$ cat config.mk
export PLATFORM = sky130hd
export DESIGN_NAME = rom_fetch_master
export DESIGN_NICKNAME = d
export VERILOG_FILES = /design/src/rtl/rom_fetch_master.sv
export SDC_FILE = /design/constraint.sdc
export NUM_CORES = 1
export LEC_CHECK = 0
export CAP_MARGIN = 30
export CORE_MARGIN = 10
export CORE_UTILIZATION = 49
export CTS_CLUSTER_DIAMETER = 120
export DETAILED_ROUTE_END_ITERATION = 16
export PLACE_DENSITY = 0.81
export SLEW_MARGIN = 10
export SYNTH_ARGS = -nofsm -noshare
export SYNTH_HDL_FRONTEND = slang
export SYNTH_SLANG_ARGS = --single-unit
$ cat constraint.sdc
create_clock -name ACLK -period 2.98 [get_ports ACLK]
set_clock_uncertainty 0.05 [all_clocks]
set_input_delay 0.596 -clock ACLK [delete_from_list [all_inputs] [get_ports ACLK]]
set_output_delay 0.596 -clock ACLK [all_outputs]
set_load 0.005 [all_outputs]
$ cat src/rtl/rom_fetch_master.sv
`default_nettype none
// ---------------------------------------------------------------------------
// rom_fetch_master - AXI4 read-only fetch master with a 4-word line buffer
// Rev 1.0
// ---------------------------------------------------------------------------
module rom_fetch_master #(
   parameter int              ID_W     = 4,
   parameter logic [ID_W-1:0] ARID_VAL = '0
) (
   input  logic            ACLK,
   input  logic            ARESETn,
   input  logic            req_i,
   input  logic [31:0]     addr_i,
   input  logic            flush_i,
   output logic            done_o,
   output logic [31:0]     rdata_o,
   output logic            err_o,
   output logic [ID_W-1:0] ARID_M,
   output logic [31:0]     ARADDR_M,
   output logic [3:0]      ARLEN_M,
   output logic [2:0]      ARSIZE_M,
   output logic [1:0]      ARBURST_M,
   output logic            ARVALID_M,
   input  logic            ARREADY_M,
   input  logic [ID_W-1:0] RID_M,
   input  logic [31:0]     RDATA_M,
   input  logic [1:0]      RRESP_M,
   input  logic            RLAST_M,
   input  logic            RVALID_M,
   output logic            RREADY_M,
   output logic [ID_W-1:0] AWID_M,
   output logic [31:0]     AWADDR_M,
   output logic [3:0]      AWLEN_M,
   output logic [2:0]      AWSIZE_M,
   output logic [1:0]      AWBURST_M,
   output logic            AWVALID_M,
   output logic [31:0]     WDATA_M,
   output logic [3:0]      WSTRB_M,
   output logic            WLAST_M,
   output logic            WVALID_M,
   output logic            BREADY_M
);

   typedef enum logic [1:0] {
      IDLE = 2'd0,
      ARQ  = 2'd1,
      RDAT = 2'd2,
      DONE = 2'd3
   } state_t;

   state_t      state, state_nxt;
   logic [27:0] line_tag;
   logic        line_valid;
   logic [31:0] line_word [4];
   logic [31:2] fetch_addr;
   logic [1:0]  cnt;
   logic        burst_err;
   logic        flush_seen;
   logic        hit_done;
   logic        hit;
   logic        start_miss;
   logic        rbeat;
   logic        beat_err;
   logic        unused_inputs;

   assign unused_inputs = ^{RID_M, addr_i[1:0]};

   assign rbeat = (state == RDAT) && RVALID_M;
   // A last flag off beat 3, or a missing one on beat 3, is a malformed burst.
   assign beat_err = (RRESP_M != 2'b00) || (RLAST_M != (cnt == 2'd3));

   always_comb begin
      state_nxt  = state;
      hit        = 1'b0;
      start_miss = 1'b0;
      case (state)
         IDLE: begin
            // The request stays high during its own done cycle; ignore it then.
            if (req_i && !hit_done) begin
               if (line_valid && (line_tag == addr_i[31:4]) && !flush_i) begin
                  hit = 1'b1;
               end else begin
                  start_miss = 1'b1;
                  state_nxt  = ARQ;
               end
            end
         end
         ARQ:     if (ARREADY_M) state_nxt = RDAT;
         RDAT:    if (RVALID_M && RLAST_M) state_nxt = DONE;
         DONE:    state_nxt = IDLE;
         default: state_nxt = IDLE;
      endcase
   end

   always_ff @(posedge ACLK or negedge ARESETn) begin
      if (!ARESETn) state <= IDLE;
      else          state <= state_nxt;
   end

   always_ff @(posedge ACLK or negedge ARESETn) begin
      if (!ARESETn) begin
         line_tag   <= '0;
         line_valid <= 1'b0;
         fetch_addr <= '0;
         cnt        <= 2'd0;
         burst_err  <= 1'b0;
         flush_seen <= 1'b0;
         hit_done   <= 1'b0;
      end else begin
         hit_done <= hit;
         if (hit || start_miss) fetch_addr <= addr_i[31:2];
         if (state == IDLE && flush_i) line_valid <= 1'b0;
         if (start_miss) begin
            line_valid <= 1'b0;
            burst_err  <= 1'b0;
            flush_seen <= 1'b0;
         end
         if (state != IDLE && flush_i) flush_seen <= 1'b1;
         if (state == ARQ && ARREADY_M) cnt <= 2'd0;
         if (rbeat) begin
            cnt <= cnt + 2'd1;
            if (beat_err) burst_err <= 1'b1;
         end
         if (state == DONE) begin
            line_tag   <= fetch_addr[31:4];
            line_valid <= !burst_err && !flush_seen && !flush_i;
         end
      end
   end

   always_ff @(posedge ACLK) begin
      if (rbeat) line_word[cnt] <= RDATA_M;
   end

   assign done_o  = (state == DONE) || hit_done;
   assign rdata_o = done_o ? line_word[fetch_addr[3:2]] : 32'h0;
   assign err_o   = (state == DONE) && burst_err;

   assign ARVALID_M = (state == ARQ);
   assign ARADDR_M  = {fetch_addr[31:4], 4'h0};
   assign ARLEN_M   = 4'd3;
   assign ARSIZE_M  = 3'b010;
   assign ARBURST_M = 2'b01;
   assign ARID_M    = ARID_VAL;
   assign RREADY_M  = (state == RDAT);

   assign AWID_M    = '0;
   assign AWADDR_M  = 32'h0;
   assign AWLEN_M   = 4'd0;
   assign AWSIZE_M  = 3'd0;
   assign AWBURST_M = 2'd0;
   assign AWVALID_M = 1'b0;
   assign WDATA_M   = 32'h0;
   assign WSTRB_M   = 4'h0;
   assign WLAST_M   = 1'b0;
   assign WVALID_M  = 1'b0;
   assign BREADY_M  = 1'b1;

endmodule
`default_nettype wire

# == Word-level counts from Yosys, hierarchy flattened ==
# Memories as Yosys holds them, arrays and structs flattened.
# Index checks and enable logic that the tools add are counted.
# word_totals
ff_bits,66
ram_bits,128
inputBits,77
wordCells,69
memories,1
# op_classes
n_addsub,1
eq_ne,10
mux,24
reduce_logical,25
# mem_list
memory,depth,word_bits,rd,rd_clocked_by_memory_dff,write_ports,line_no,text
line_word,4,32,1,0,1,54,logic [31:0] line_word [4];
# op_table
op,count
32-bit two-way mux,1
28-bit == test,1
1-bit two-way mux,16
2-bit two-way mux,6
1-bit logical AND,11
2-bit one-hot mux with 4 select lines,1
2-bit nonzero test,4
2-bit == test (second input constant),3
1-bit zero test,4
2-bit by 1-bit != test with 1-bit output (second input constant),2
2-bit != test (second input constant),2
4-bit AND reduction,1
1-bit logical OR,3
3-bit nonzero test,1
2-bit by 1-bit adder with 2-bit output (second input constant),1
2-bit by 1-bit == test with 1-bit output (second input constant),1
2-bit zero test,1
1-bit != test,1

# == Depth between registers and ports, before layout ==
# Gate-level depths: netlist of the first run.
# depth
word_depth,9
ltp_mapped,7

# == Worst setup path before layout of the first run ==
# Ideal clock, no wire load.
# synth_path
path_kind,reg-to-reg
from,register state[0]
to,memory line_word[0][0] (enable)
setup_time_ns,0.392
arrival_time_ns,1.761
t_required_ns,2.538
path_slack_ns,0.777
stages_incl_launch_ff,5
synth_period_minus_slack_ns,2.203
path_cell_list,dfrtp_1 -> inv_1 -> ha_1 -> clkbuf_1 -> and3_1
# synth_between
elab_chain_len,4
# synth_rtl
item,line_no,text
from (decl),51,"state_t state, state_nxt;"
from (signal assigned),97,else state <= state_nxt;
2-bit == test,n/a,
named net RREADY_M,30,"output logic RREADY_M,"
1-bit logical AND,68,assign rbeat = (state == RDAT) && RVALID_M;
1-bit two-way mux,132,if (rbeat) line_word[cnt] <= RDATA_M;
1-bit two-way mux (not written as such),132,
to (decl),54,
# The timed path passes the listed nets, and every way through them passes these cells.

# == Final worst setup path of the first run ==
# layout_path
from,register fetch_addr[2] in the netlist's numbering
to,output rdata_o[20]
# layout_between
elab_chain_len,2
# layout_rtl
item,line_no,text
from (decl),55,logic [31:2] fetch_addr;
from (signal assigned),111,if (hit || start_miss) fetch_addr <= addr_i[31:2];
memory 4 x 32 bit,n/a,
32-bit two-way mux,136,assign rdata_o = done_o ? line_word[fetch_addr[3:2]] : 32'h0;
to (decl),16,"output logic [31:0] rdata_o,"
# Every way passes these cells.

==> results by group, run 1 <==
Run status
  • Outcome: completed

Pwr
  • Design Power: 9.61 mW
  • Internal Dissipation: 6.80 mW
  • Clock power frac: 23.9%
  • Net Sw Power: 2.81 mW
  • VDD IR max: 0.554 mV
  • Reg power frac: 40.6%
  • PD cells: 904 nW/um2
  • Logic pwr share: 35.5%
  • P_leak: 4.09 nW
  • Sw Ratio: 29.3%

Timing
  • Unrepaired setup endpoints after global routing: yes
  • Final hold violation count: 0
  • Setup violators final: 0
  • Slew Limit Fails: 0
  • Rel. slew slack: 45.3%
  • Period utilisation layout: 97.8%
  • Fmax: 0.343 GHz
  • Worst-Margin Slew: 0.821 ns
  • Final setup TNS: 0 ns
  • Post-layout min period: 2.91 ns

Routing
  • DRT Wirelength: 18.0 mm
  • WL/cell: 19.6 um
  • Vias: 4,483
  • Starting DRT DRC Count: 185
  • DRC Markers: 0
  • DRT antenna net count: 0
  • DRT Pass-1 Iters: 4
  • Post-DR vias/cell: 4.88

Cells and area
  • Final nets: 762
  • Layout cells sized above 1: 22.2%
  • ANT cells: 0
  • Finished Core Util: 59.6%
  • Fillers: 1,343
  • Fin cells: 919
  • Area growth, synth to finish: 20.1%

Synth
  • Largest family of logic cells by synthesized area: multiplexers
  • Post-Synth XOR/XNOR Area: 2.86%
  • Post-synth EDFFs: 128
  • Post-Synth Simple-Gate Area: 4.86%
  • Synth warn: 0
  • Compound-cell area share of the yosys netlist: 1.20%
  • Library cells used by synthesis: 43
  • Cell count after synthesis: 556
  • Yosys reg bits: 194
  • Syn Std Cell Area: 8850 um2
  • Synth area leader: edfxtp_1
  • Most frequent cell after synthesis: buf_4
  • Synth Area in Adders: 1.13%
  • Synth top area share: 43.4%
  • Register area share after synthesis: 62.1%
  • Ys flop type: edfxtp_1
  • Synth area leaders: edfxtp_1 43%, dfrtp_1 19%, buf_4 11%
  • Syn Area/Cell: 15.9 um2
  • Synth top cells by count: 133 x buf_4, 128 x edfxtp_1, 66 x dfrtp_1
  • Ys async rst share: 34.0%
  • Multiplexer share of the synthesized area: 15.5%

Setup path
  • Crit path to: rdata_o[20]
  • Reg2reg start: state[0]
  • Worst Path Arrival: 2.27 ns
  • Crit path kind: register to output port
  • R2R Path End: line_word[2][21]
  • Slack of the worst reg-to-reg path: 0.90 ns
  • Critical Path Fanout Max: 8
  • Setup crit start: fetch_addr[2]
  • Worst Reg-to-Reg Cells: 4
  • Critical Path RT: 2.33 ns
  • Crit end category: output port
  • Critical path startpoint category: register

Placed design
  • Dpl hpwl: 12.9 mm
  • Buffers added on ports: 134
  • Final Wtd Congestion: 0.769
  • DP Cell Count: 884

Clock network
  • CTS Root Cell: clkbuf_16
  • H-tree depth: 4
  • Clock transition at path regs: 0.07 ns
  • CTS Buf Count: 17
  • CTS Buffer Depth: 2
  • # clock sinks: 194
  • CTS tree: done
  • Clk_lat worst skew: 0.43 ns
  • CTS Hold Bufs: 0

Die
  • I/O pin cnt: 243
  • Core Region: 17,800 um2
  • Starting Density: 49.6%
  • Die Wd: 154 um
  • Chip height: 154 um
  • Die area: 23,800 um2
  • # rows: 49

Global route
  • Vias in the first global route: 5,002
  • Largest net degree at the start of global routing: 67
  • Total grt overflow: 0
  • Total Routing Usage GR: 15.1%
  • First-pass GRT wire length: 28.1 mm
  • Initial antenna violation count: 0

Hold path
  • Worst hold path class: input port to async pin

Run
  • Total of max-cap violations: 0
## layout make-up
class / count / area (um2) / share of cell area (%)
Sequential cell: 194 / 5500 / 51.7
Clock inverter: 15 / 183 / 1.72
Inverter: 6 / 22.5 / 0.212
Clock buffer: 17 / 425 / 4.00
Tap cell: 229 / 287 / 2.70
Timing Repair Buffer: 150 / 1560 / 14.7
Multi-Input combinational cell: 308 / 2650 / 25.0
## logic make-up (layout without fill, tap and decap cells)
family | Yosys count | count (layout)
xor gates and xnor gates | 28 | 28
DFF | 194 | 194
and+or+nand+nor | 67 | 67
AOI/OAI and AO/OA | 13 | 13
other | 2 | 102
buffers and inverters | 154 | 188
adders and majority gates | 8 | 8
muxes | 90 | 90
## how the worst min path moves through the flow
stage | slack (ns) | to | from
6_report | 0.29 | fetch_addr[18] | ARESETn
5_1_grt | 0.35 | line_tag[23] | ARESETn
4_1_cts | 0.31 | line_tag[15] | ARESETn
3_5_place_dp | 0.44 | flush_seen | flush_seen
3_3_place_gp | 0.43 | flush_seen | flush_seen
2_1_floorplan | 0.25 | burst_err | ARESETn
## layer usage
metal	global-route usage (%)	share of wire [%]	wire [um]	up-vias
met5	0	0	0	-
met4	4.14	1.2	223	0
met3	7.63	11	1980	21
met2	26.2	53	9500	195
met1	15.7	35	6330	2247
li1	-	-	-	2020
## per-stage QoR
stage,hold slack [ns],instance area (um2),worst slack [ns]
floorplan,0.250,9230,0.777
global placement,0.426,9980,0.356
detailed placement,0.440,9980,0.343
CTS,0.308,10600,0.0209
global route,0.351,10600,-0.0244
finish,0.286,10600,0.0662
## critical path, cell delays in order, from the launching register on
cell and delay (ns):
dfrtp_4 0.52, buf_4 0.20, mux4_2 0.49, nor2b_1 0.14, clkdlybuf4s50_1 0.49
## registers in the layout, indices dropped and copies added (netlist names)
name	cells
line_word	128
fetch_addr	30
line_tag	28
cnt	2
state	2
burst_err	1
flush_seen	1
hit_done	1
line_valid	1
## cell usage in the layout, fill, tap and decap left out, types with 7 or more instances in the layout
master and instances:
nand2_1 7, edfxtp_1 128, mux4_2 32, dlymetal6s2s_1 7
ha_1 8, xnor2_1 26, clkbuf_16 17, clkdlybuf4s50_1 126
dfrtp_1 65, buf_4 9, buf_12 7, conb_1 102
nor2b_1 34, mux2_2 58
## power by group through the flow
stage               combinational, mW  clock [mW]  sequential (mW)
global placement                 3.33           0             3.91
finish                           3.41        2.30             3.90
detailed placement               3.42           0             3.98
floorplan                        2.39           0             3.81
global route                     3.73        2.46             3.97
CTS                              3.47        2.35             3.91
## what timing repair did
item	in CTS	in global routing
resized for setup	1	7
setup endpoints to repair	25	19
buffers inserted	2	1
Note: power is estimated with default switching activity, not from simulation.
==> inputs of run 2 (changes only) <==
--- a/constraint.sdc
+++ b/constraint.sdc
@@ -4,2 +4,2 @@
 set_output_delay 0.596 -clock ACLK [all_outputs]
-set_load 0.005 [all_outputs]
+set_load 0.1 [all_outputs]
==> run 2 against run 1 <==
  * Non-clock buffer count is 3 lower
  * Global-route usage down 0.30 points
  * Worst hold slack lost 0.17 ns
==> results by group, run 2 (synthesized netlist as in run 1, its figures left out) <==
Run status
  • Outcome: completed

Routing
  • DRT Wirelength: 17.6 mm (-2.6%)
  • DRT Pass-1 Iters: 4 (unchanged)
  • DRC Markers: 0 (unchanged)
  • Vias: 4,435 (-1.1%)
  • Starting DRT DRC Count: 253 (+37%)
  • DRT antenna net count: 0 (unchanged)
  • WL/cell: 19.2 um (-2.2%)
  • Post-DR vias/cell: 4.84 (-0.75%)

Run
  • Total of max-cap violations: 0 (unchanged)

Clock network
  • CTS Buf Count: 17 (unchanged)
  • CTS tree: done
  • CTS Root Cell: clkbuf_16
  • Clock transition at path regs: 0.07 ns (about the same)
  • H-tree depth: 4 (unchanged)
  • CTS Buffer Depth: 2 (unchanged)
  • Setup bufs post-CTS: 0 (-2)
  • # clock sinks: 194 (unchanged)
  • Clk_lat worst skew: 0.43 ns (about the same)

Cells and area
  • Max reg flops: 128 (unchanged)
  • Area growth, synth to finish: 22.4%
  • FF/Latch Area: 5500 um2 (unchanged)
  • Commonest non-fill, non-tap cell in the layout: edfxtp_1
  • Fillers: 1,323 (-1.5%)
  • Multi-input logic area: 2730 um2 (+2.9%)
  • Most flops, register: line_word
  • ANT cells: 0 (unchanged)
  • Largest regs: line_word (128), fetch_addr (30), line_tag (28)
  • Layout cells sized above 1: 35.4% (+13 points)
  • Final nets: 759 (-0.39%)
  • Most frequent cells in the layout: 128 x edfxtp_1, 102 x conb_1, 69 x clkdlybuf4s50_1, 65 x dfrtp_1, 58 x mux2_2

Die
  • I/O pin cnt: 243 (unchanged)
  • Core Region: 17,800 um2 (unchanged)
  • # rows: 49 (unchanged)
  • Starting Density: 49.6% (unchanged)
  • Die area: 23,800 um2 (unchanged)
  • Chip height: 154 um (unchanged)
  • Die Wd: 154 um (unchanged)

Timing
  • Unrepaired setup endpoints after global routing: no
  • Post-layout min period: 2.78 ns (-0.137 ns)
  • Setup violators final: 0 (unchanged)
  • Final hold violation count: 0 (unchanged)
  • Slew Limit Fails: 0 (unchanged)
  • Worst-Margin Slew: 0.579 ns (-0.242 ns)
  • Final worst hold slack: 0.114 ns (-0.172 ns)
  • Rel. slew slack: 61.4% (+16 points)
  • Final setup TNS: 0 ns (unchanged)
  • Period utilisation layout: 93.2% (-4.6 points)
  • Fmax: 0.360 GHz (+4.9%)

Global route
  • Vias in the first global route: 5,033 (+0.62%)
  • Initial antenna violation count: 0 (unchanged)
  • Met2 usage: 25.4% (-0.81 points)
  • Total grt overflow: 0 (unchanged)
  • Met3 Track Usage GR: 6.57% (-1.1 points)
  • Largest net degree at the start of global routing: 34 (-49%)
  • Total Routing Usage GR: 14.8% (-0.30 points)
  • GRT met1 Usage: 16.3% (+0.56 points)
  • First-pass GRT wire length: 27.8 mm (-0.91%)
  • Busiest grt layer: met2

Setup path
  • Top delay family on crit path: flip-flops
  • Crit end category: output port
  • Sequence of cells on the critical path: buf_12 -> mux4_2 -> nor2b_1 -> buf_12
  • Buffer and inverter count on the worst path: 2 (unchanged)
  • Critical Path RT: 2.33 ns (about the same)
  • Slack of the worst reg-to-reg path: 1.02 ns (+0.12 ns)
  • Critical Path Fanout Max: 14 (+6)
  • Worst Path Arrival: 2.13 ns (-0.14 ns)
  • Critical path startpoint category: register
  • Reg2reg start: state[0]
  • Delay of the slowest cell on the worst path: 0.60 ns (+0.08 ns)
  • Most frequent CP cell: buf_12
  • Slowest-stage cell, CP: dfrtp_4
  • Crit path kind: register to output port
  • Worst Reg-to-Reg Cells: 4 (unchanged)
  • R2R Path End: line_word[2][23]

Hold path
  • Worst hold path class: input port to async pin

Placed design
  • Buffers added on ports: 134 (unchanged)
  • Final Wtd Congestion: 0.793 (+3.1%)
  • Dpl hpwl: 12.7 mm (-1.8%)
-- run 2: how the worst max path moves through the flow --
stage | start | end | slack [ns] | cells past startpoint
CTS | fetch_addr[2] | rdata_o[2] | 0.04 | 4
floorplan | state[0] | line_word[0][0] | 0.08 | 4
global placement | fetch_addr[2] | rdata_o[26] | 0.53 | 4
finish | fetch_addr[2] | rdata_o[25] | 0.20 | 4
global route | fetch_addr[2] | rdata_o[25] | 0.09 | 4
detailed placement | fetch_addr[2] | rdata_o[2] | 0.51 | 4
-- run 2: stage by stage --
step / instance area, um2 / std cells / setup slack [ns] / util (%)
after global placement: 10300 / 884 / 0.532 / 57.5
after CTS: 10800 / 916 / 0.0430 / 60.7
after global routing: 10800 / 916 / 0.0943 / 60.7
after detailed placement: 10300 / 884 / 0.506 / 57.5
final: 10800 / 916 / 0.203 / 60.7
after floorplan: 9300 / 656 / 0.0806 / -
-- run 2: worst reg2reg max path: stages (launching register included) --
cell and delay [ns]:
dfrtp_1 0.41, inv_1 0.11, ha_1 0.33, and3_2 0.23, buf_4 0.42
-- run 2: final cells by class --
type	instances	share of cell area (%)
repair buffers	147	15.9
clock inverters	15	1.31
multi-input cells	308	25.2
flip-flops and latches	194	50.8
well taps	229	2.65
clock buffers	17	3.93
inverters	6	0.208
-- run 2: what timing repair did --
item	in CTS	in global routing
gates resized for setup	0	1
hold buffers	0	0
endpoints found under the setup margin	0	8
-- run 2: per-layer routing --
metal | routed length [um] | part of all wire [%]
met1 | 6660 | 38
met2 | 9300 | 53
met3 | 1500 | 8.5
met4 | 119 | 0.68
met5 | 0 | 0
Power of run 2 is not shown: default switching activity piles up to over one toggle a cycle in this logic, so the estimate is an artifact.
==> inputs of run 3 (changes only) <==
- ABC_AREA: default -> 0
- SETUP_SLACK_MARGIN: default -> 0.05
==> results of run 3 <==
Same layout as run 2: the final DEF is identical, and so are final timing and power.
Main changes from that run: number of gates resized after CTS 0 -> 1; via count of the first global-routing pass 5033 -> 5027; met2 usage 25.4% -> 25.3%
Power of run 3 is left out for the same reason.
